--- src/rtl/pulse_meter_pkg.sv ---
// Shared definitions for the pulse period meter: FSM state encoding and
// parameter-derived sizing helpers.
package pulse_meter_pkg;

  typedef enum logic [1:0] {
    PM_IDLE = 2'd0,
    PM_HIGH = 2'd1,
    PM_LOW  = 2'd2
  } pm_state_e;

  localparam logic [1:0] ST_IDLE = PM_IDLE;
  localparam logic [1:0] ST_HIGH = PM_HIGH;
  localparam logic [1:0] ST_LOW  = PM_LOW;

  function automatic int avg_n(input int avg_log2);
    return 1 << avg_log2;
  endfunction

  // Accumulators carry AVG_LOG2 guard bits so a full average cannot overflow.
  function automatic int acc_width(input int cnt_w, input int avg_log2);
    return cnt_w + avg_log2;
  endfunction

endpackage

--- src/rtl/sig_sync_edge.sv ---
// Multi-flop synchronizer for an asynchronous input with rise/fall detect on
// the synchronized level.
module sig_sync_edge #(
  parameter int STAGES = 3
) (
  input  logic clk_100mhz,
  input  logic rst_n,
  input  logic d,
  output logic s,
  output logic rise,
  output logic fall
);

  logic [STAGES-1:0] sync_q;
  logic              s_q;

  // Chain resets high: a pulse already in progress at reset release is not
  // mistaken for a fresh rising edge.
  always_ff @(posedge clk_100mhz or negedge rst_n) begin
    if (!rst_n) begin
      sync_q <= '1;
      s_q    <= 1'b1;
    end else begin
      sync_q <= {sync_q[STAGES-2:0], d};
      s_q    <= sync_q[STAGES-1];
    end
  end

  assign s    = sync_q[STAGES-1];
  assign rise = s & ~s_q;
  assign fall = ~s & s_q;

endmodule

--- src/rtl/pulse_period_meter.sv ---
// Measures period and high time of a slow pulse input in clk_100mhz cycles,
// with optional averaging, timeout detection and a registered result stage.
module pulse_period_meter
  import pulse_meter_pkg::*;
#(
  parameter int CNT_W       = 32,
  parameter int AVG_LOG2    = 0,
  parameter int TIMEOUT     = 100000000,
  parameter int SYNC_STAGES = 3
) (
  input  logic             clk_100mhz,
  input  logic             rst_n,
  input  logic             sig_in,
  output logic [CNT_W-1:0] period,
  output logic [CNT_W-1:0] high_time,
  output logic             meas_valid,
  input  logic             meas_ready,
  output logic             timeout,
  output logic             overrun,
  output logic [1:0]       state_dbg
);

  localparam int ACC_W = acc_width(CNT_W, AVG_LOG2);
  localparam int N_W   = AVG_LOG2 + 1;
  localparam logic [N_W-1:0]   N_LAST = N_W'(avg_n(AVG_LOG2) - 1);
  localparam logic [CNT_W-1:0] TMO    = CNT_W'(TIMEOUT);

  // Handshake: a result transfers on any cycle where meas_valid and
  // meas_ready are both 1; meas_valid never drops without a transfer.

  logic             s, rise, fall;
  logic [1:0]       state;
  logic [CNT_W-1:0] cnt_p, cnt_h, cnt_p_inc, cnt_h_inc;
  logic [ACC_W-1:0] acc_p, acc_h, sum_p, sum_h, avg_p, avg_h;
  logic [N_W-1:0]   n;
  logic             tmo_hit, complete, last, load, accept;

  sig_sync_edge #(.STAGES(SYNC_STAGES)) u_sync (
    .clk_100mhz(clk_100mhz),
    .rst_n     (rst_n),
    .d         (sig_in),
    .s         (s),
    .rise      (rise),
    .fall      (fall)
  );

  always_comb begin
    cnt_p_inc = (&cnt_p) ? cnt_p : cnt_p + 1'b1;
    cnt_h_inc = (&cnt_h) ? cnt_h : cnt_h + 1'b1;
    tmo_hit   = (state != ST_IDLE) && (cnt_p_inc == TMO);
    complete  = (state == ST_LOW) && rise && !tmo_hit;
    last      = (n == N_LAST);
    load      = complete && last;
    accept    = meas_valid && meas_ready;
    sum_p     = acc_p + ACC_W'(cnt_p);
    sum_h     = acc_h + ACC_W'(cnt_h);
    avg_p     = sum_p >> AVG_LOG2;
    avg_h     = sum_h >> AVG_LOG2;
  end

  always_ff @(posedge clk_100mhz or negedge rst_n) begin
    if (!rst_n) begin
      state <= ST_IDLE;
      cnt_p <= '0;
      cnt_h <= '0;
      acc_p <= '0;
      acc_h <= '0;
      n     <= '0;
    end else if (tmo_hit) begin
      state <= ST_IDLE;
      cnt_p <= '0;
      cnt_h <= '0;
      acc_p <= '0;
      acc_h <= '0;
      n     <= '0;
    end else begin
      case (state)
        ST_IDLE: begin
          cnt_p <= '0;
          cnt_h <= '0;
          if (rise) begin
            state <= ST_HIGH;
            cnt_p <= CNT_W'(1);
            cnt_h <= CNT_W'(1);
          end
        end
        ST_HIGH: begin
          cnt_p <= cnt_p_inc;
          // The falling-edge cycle is already low, so it is not high time.
          if (fall) state <= ST_LOW;
          else      cnt_h <= cnt_h_inc;
        end
        ST_LOW: begin
          if (complete) begin
            state <= ST_HIGH;
            cnt_p <= CNT_W'(1);
            cnt_h <= CNT_W'(1);
            if (last) begin
              acc_p <= '0;
              acc_h <= '0;
              n     <= '0;
            end else begin
              acc_p <= sum_p;
              acc_h <= sum_h;
              n     <= n + 1'b1;
            end
          end else begin
            cnt_p <= cnt_p_inc;
          end
        end
        default: state <= ST_IDLE;
      endcase
    end
  end

  always_ff @(posedge clk_100mhz or negedge rst_n) begin
    if (!rst_n) begin
      period     <= '0;
      high_time  <= '0;
      meas_valid <= 1'b0;
      timeout    <= 1'b0;
      overrun    <= 1'b0;
    end else begin
      if (load) begin
        period     <= avg_p[CNT_W-1:0];
        high_time  <= avg_h[CNT_W-1:0];
        meas_valid <= 1'b1;
        timeout    <= 1'b0;
        if (meas_valid && !meas_ready) overrun <= 1'b1;
      end else if (accept) begin
        meas_valid <= 1'b0;
      end
      if (tmo_hit) timeout <= 1'b1;
    end
  end

  assign state_dbg = state;

endmodule

--- config.mk ---
export PLATFORM = sky130hd
export DESIGN_NAME = pulse_period_meter
export DESIGN_NICKNAME = d
export VERILOG_FILES = /design/src/rtl/pulse_meter_pkg.sv /design/src/rtl/sig_sync_edge.sv /design/src/rtl/pulse_period_meter.sv
export SDC_FILE = /design/constraint.sdc
export NUM_CORES = 1
export LEC_CHECK = 0
export BUFFER_PORTS_ARGS = -buffer_cell sky130_fd_sc_hd__buf_2
export CORE_MARGIN = 1.5
export CORE_UTILIZATION = 60
export DETAILED_ROUTE_END_ITERATION = 7
export PLACE_DENSITY = 0.78
export SLEW_MARGIN = 20
export SYNTH_ARGS = -nofsm -noshare
export SYNTH_HDL_FRONTEND = slang
export SYNTH_HIERARCHICAL = 1
export SYNTH_SLANG_ARGS = --single-unit
--- constraint.sdc ---
create_clock -name clk_100mhz -period 4.67 [get_ports clk_100mhz]
set_input_delay 0.2335 -clock clk_100mhz [delete_from_list [all_inputs] [get_ports clk_100mhz]]
set_output_delay 0.2335 -clock clk_100mhz [all_outputs]
set_load 0.005 [all_outputs]
==> impl_metrics.json <==
{
  "status": "completed",
  "maxSlewViolCount": 0,
  "power_density_nw_per_um2": 418,
  "cts_tree": "yes",
  "cpLargestDelayFamily": "simple AND/OR/NAND/NOR gates",
  "setup.worst_path.end_class": "register",
  "nNetsFinal": 809,
  "synth_compound_area_share_pct": 15.2,
  "leakagePower_uw": 0.00385,
  "rsz0062_at_grt": "false",
  "max_slew_margin_pct": 32.6,
  "synthFlopType": "dfrtp_1",
  "routed_via_density": 6.48,
  "ys_seq_area_share_pct": 46.4,
  "wl_mm": 19.6,
  "chipWidth_um": 114,
  "fillCellCount": 928,
  "netlist_instances": 742,
  "hold_viol": 0,
  "grt_first_pass_wirelength_mm": 31.9,
  "grt_antenna_before_repair": 0,
  "clk_latency_ns": 0.43,
  "cts_inserted_buffers": 17,
  "ys_ff_latch": 137,
  "worstPathRequired_ns": 4.98,
  "final_cells": 959,
  "place_inst": 925,
  "layout_common_cells": "133 x dfrtp_1, 71 x buf_2, 61 x nor2_1",
  "cts_buffer_depth": 2,
  "ios": 73,
  "post_synth_num_cell_types": 72,
  "hpwl_mm": 13.0,
  "max-vdd-ir-drop_mv": 0.305,
  "crit_fanout": 26,
  "hp-class": "in2reg",
  "grt_max_degree": 97,
  "grt_pass1_vias": 6193,
  "multi_input_area_sq_um": 3630,
  "num_antenna_cells": 0,
  "htree_levels": 4,
  "overflow": 0,
  "rows": 40,
  "seqCellArea_sq_um": 3430,
  "root_buffer": "clkbuf_16",
  "vias": 6215,
  "max_freq_mhz": 242,
  "die_h_um": 114,
  "setup_viol": 0,
  "muxShareOfSynthArea_pct": 10.2,
  "synth-edff-count": 0,
  "drive_above_1_share_pct": 21.9,
  "worstPathArrival_ns": 4.44,
  "synth-simple-area-share_pct": 20.7,
  "drc": 0,
  "gp_congestion": 0.921,
  "min_period_ns": 4.13,
  "critical_path_class": "reg2reg",
  "final_common_cell": "dfrtp_1",
  "start_util_pct": 61.5,
  "clk_pin_slew_ns": 0.06,
  "netlist_area_sq_um": 7390,
  "ant_nets": 0,
  "first_pass_iters": 7,
  "path_buf_inv": 1,
  "drtIter0Drc": 420,
  "dieArea_sq_um": 13000,
  "cap_viol_max_count": 0,
  "tightest_slew_ns": 1.01,
  "syn2layout_area_growth_pct": 13.6,
  "ys_warn_count": 6,
  "min_period_over_period_pct": 88.5,
  "slowest_delay_ns": 0.62,
  "crit_chain": "ha_1, and3_1, nand3_2, or4_1, xor2_1, a2111oi_0, and4_1, or2_2, buf_4, mux2_2",
  "synthArstFlopShare_pct": 100,
  "synth_top_family_by_area": "simple AND/OR/NAND/NOR gates",
  "portBuffers": 72,
  "wl_per_cell_um": 20.4,
  "critPathLaunchType": "register",
  "synth_xor_xnor_area_share_pct": 1.78,
  "grt.total_usage_pct": 31.7,
  "core_area_sq_um": 12000,
  "setup_tns_ns": 0,
  "synthAdderAreaFrac_pct": 1.02,
  "syn-num-nets": 752,
  "syn_area_per_cell_sq_um": 9.96,
  "clock_skew_ns": 0.0111,
  "cp_slowest_cell": "or4_1",
  "cts_sinks": 137
}
registers in the layout, summed over array words and instances (netlist names):
signal	count
cnt_h	32
cnt_p	32
high_time	32
meas_valid	1
overrun	1
period	32
state_dbg	2
timeout	1
u_sync/s_q	1
u_sync/sync_q	3
through the flow:
stage                     area (sq um)  power [uW]  hold slack [ns]  setup WS [ns]  util (%)
after floorplan                   7390        1880          -0.0621           1.36         -
after global placement            7770        2080            0.340          0.617      64.7
after detailed placement          7770        2110            0.345          0.594      64.7
after CTS                         8400        3500           0.0725          0.579      69.9
after global routing              8400        3650           0.0951          0.237      69.9
final                             8400        3510           0.0742          0.538      69.9
worst register-to-register path, delay by kind of cell, from the launching register on:
family | cells | cell delay, ns
xor+xnor | 1 | 0.18
flops | 1 | 0.54
compound gates | 1 | 0.31
mux | 1 | 0.40
fa+ha+maj | 1 | 0.33
simple gates | 5 | 1.84
buf+inv | 1 | 0.42
synth_stat cells, drive strengths merged, types with 6 or more instances:
| master | number | area share, % |
|---|---|---|
| a21oi | 59 | 4.0 |
| a311oi | 6 | 1.1 |
| a31oi | 12 | 1.0 |
| and2 | 7 | 0.59 |
| and3 | 18 | 1.5 |
| and4 | 10 | 1.2 |
| buf | 35 | 3.3 |
| clkbuf | 15 | 0.76 |
| dfrtp | 133 | 45 |
| ha | 6 | 1.0 |
| inv | 13 | 0.66 |
| mux2 | 64 | 9.7 |
| nand2 | 60 | 3.1 |
| nand2b | 6 | 0.51 |
| nand3 | 42 | 3.1 |
| nand4 | 22 | 1.9 |
| nor2 | 62 | 3.2 |
| nor3 | 10 | 0.74 |
| nor3b | 8 | 0.81 |
| nor4 | 14 | 1.4 |
| o21ai | 43 | 2.9 |
| o311ai | 6 | 0.71 |
| or2 | 6 | 0.51 |
| or3 | 12 | 1.0 |
| xnor2 | 11 | 1.3 |
kinds of logic (layout without fill, tap and decap cells):
| family | Yosys count | in the layout |
|---|---|---|
| buffers and inverters | 63 | 133 |
| flip-flops | 137 | 137 |
| adder cells (fa/ha/maj) | 6 | 6 |
| AND/OR/NAND/NOR | 287 | 287 |
| AO/OA/AOI/OAI | 167 | 167 |
| XOR/XNOR | 15 | 15 |
| multiplexers | 67 | 67 |
worst paths after layout:
check                                 start                to  slack (ns)  cells after the start
max                                cnt_p[0]        period[12]        0.54                     10
max reg2reg                        cnt_p[0]        period[12]        0.54                     10
min reg2reg                u_sync/sync_q[1]  u_sync/sync_q[2]        0.36                      0
max in group asynchronous             rst_n  u_sync/sync_q[2]        3.08                      3
min                              meas_ready        meas_valid        0.07                      3
min in group asynchronous             rst_n        period[21]        0.45                      2
metal layers:
layer	up-vias	GRT usage [%]	share of wire [%]
met5	-	0	0
met4	0	11.3	2.2
met3	36	7.76	5.6
met2	248	55.2	51
met1	3092	38.4	41
li1	2839	-	-
power by group:
part	switching, uW	internal, uW
Sequential	47.9	1230
Combinational	583	247
Clock	541	858
cell type report:
type	instances	share of cell area, %
multi-input combinational	542	43.2
sequential	137	40.9
timing repair buffer	88	5.86
clock buffer	19	5.27
tap	147	2.19
clock inverter	13	2.00
inverter	13	0.581
what timing repair did:
| item | CTS | global route |
|---|---|---|
| hold buffers | 2 | 0 |
| hold endpoints to repair | 93 | 0 |
| buffers inserted | 0 | 0 |
| resized for setup | 0 | 0 |
Power figures use the tool's default switching activity.
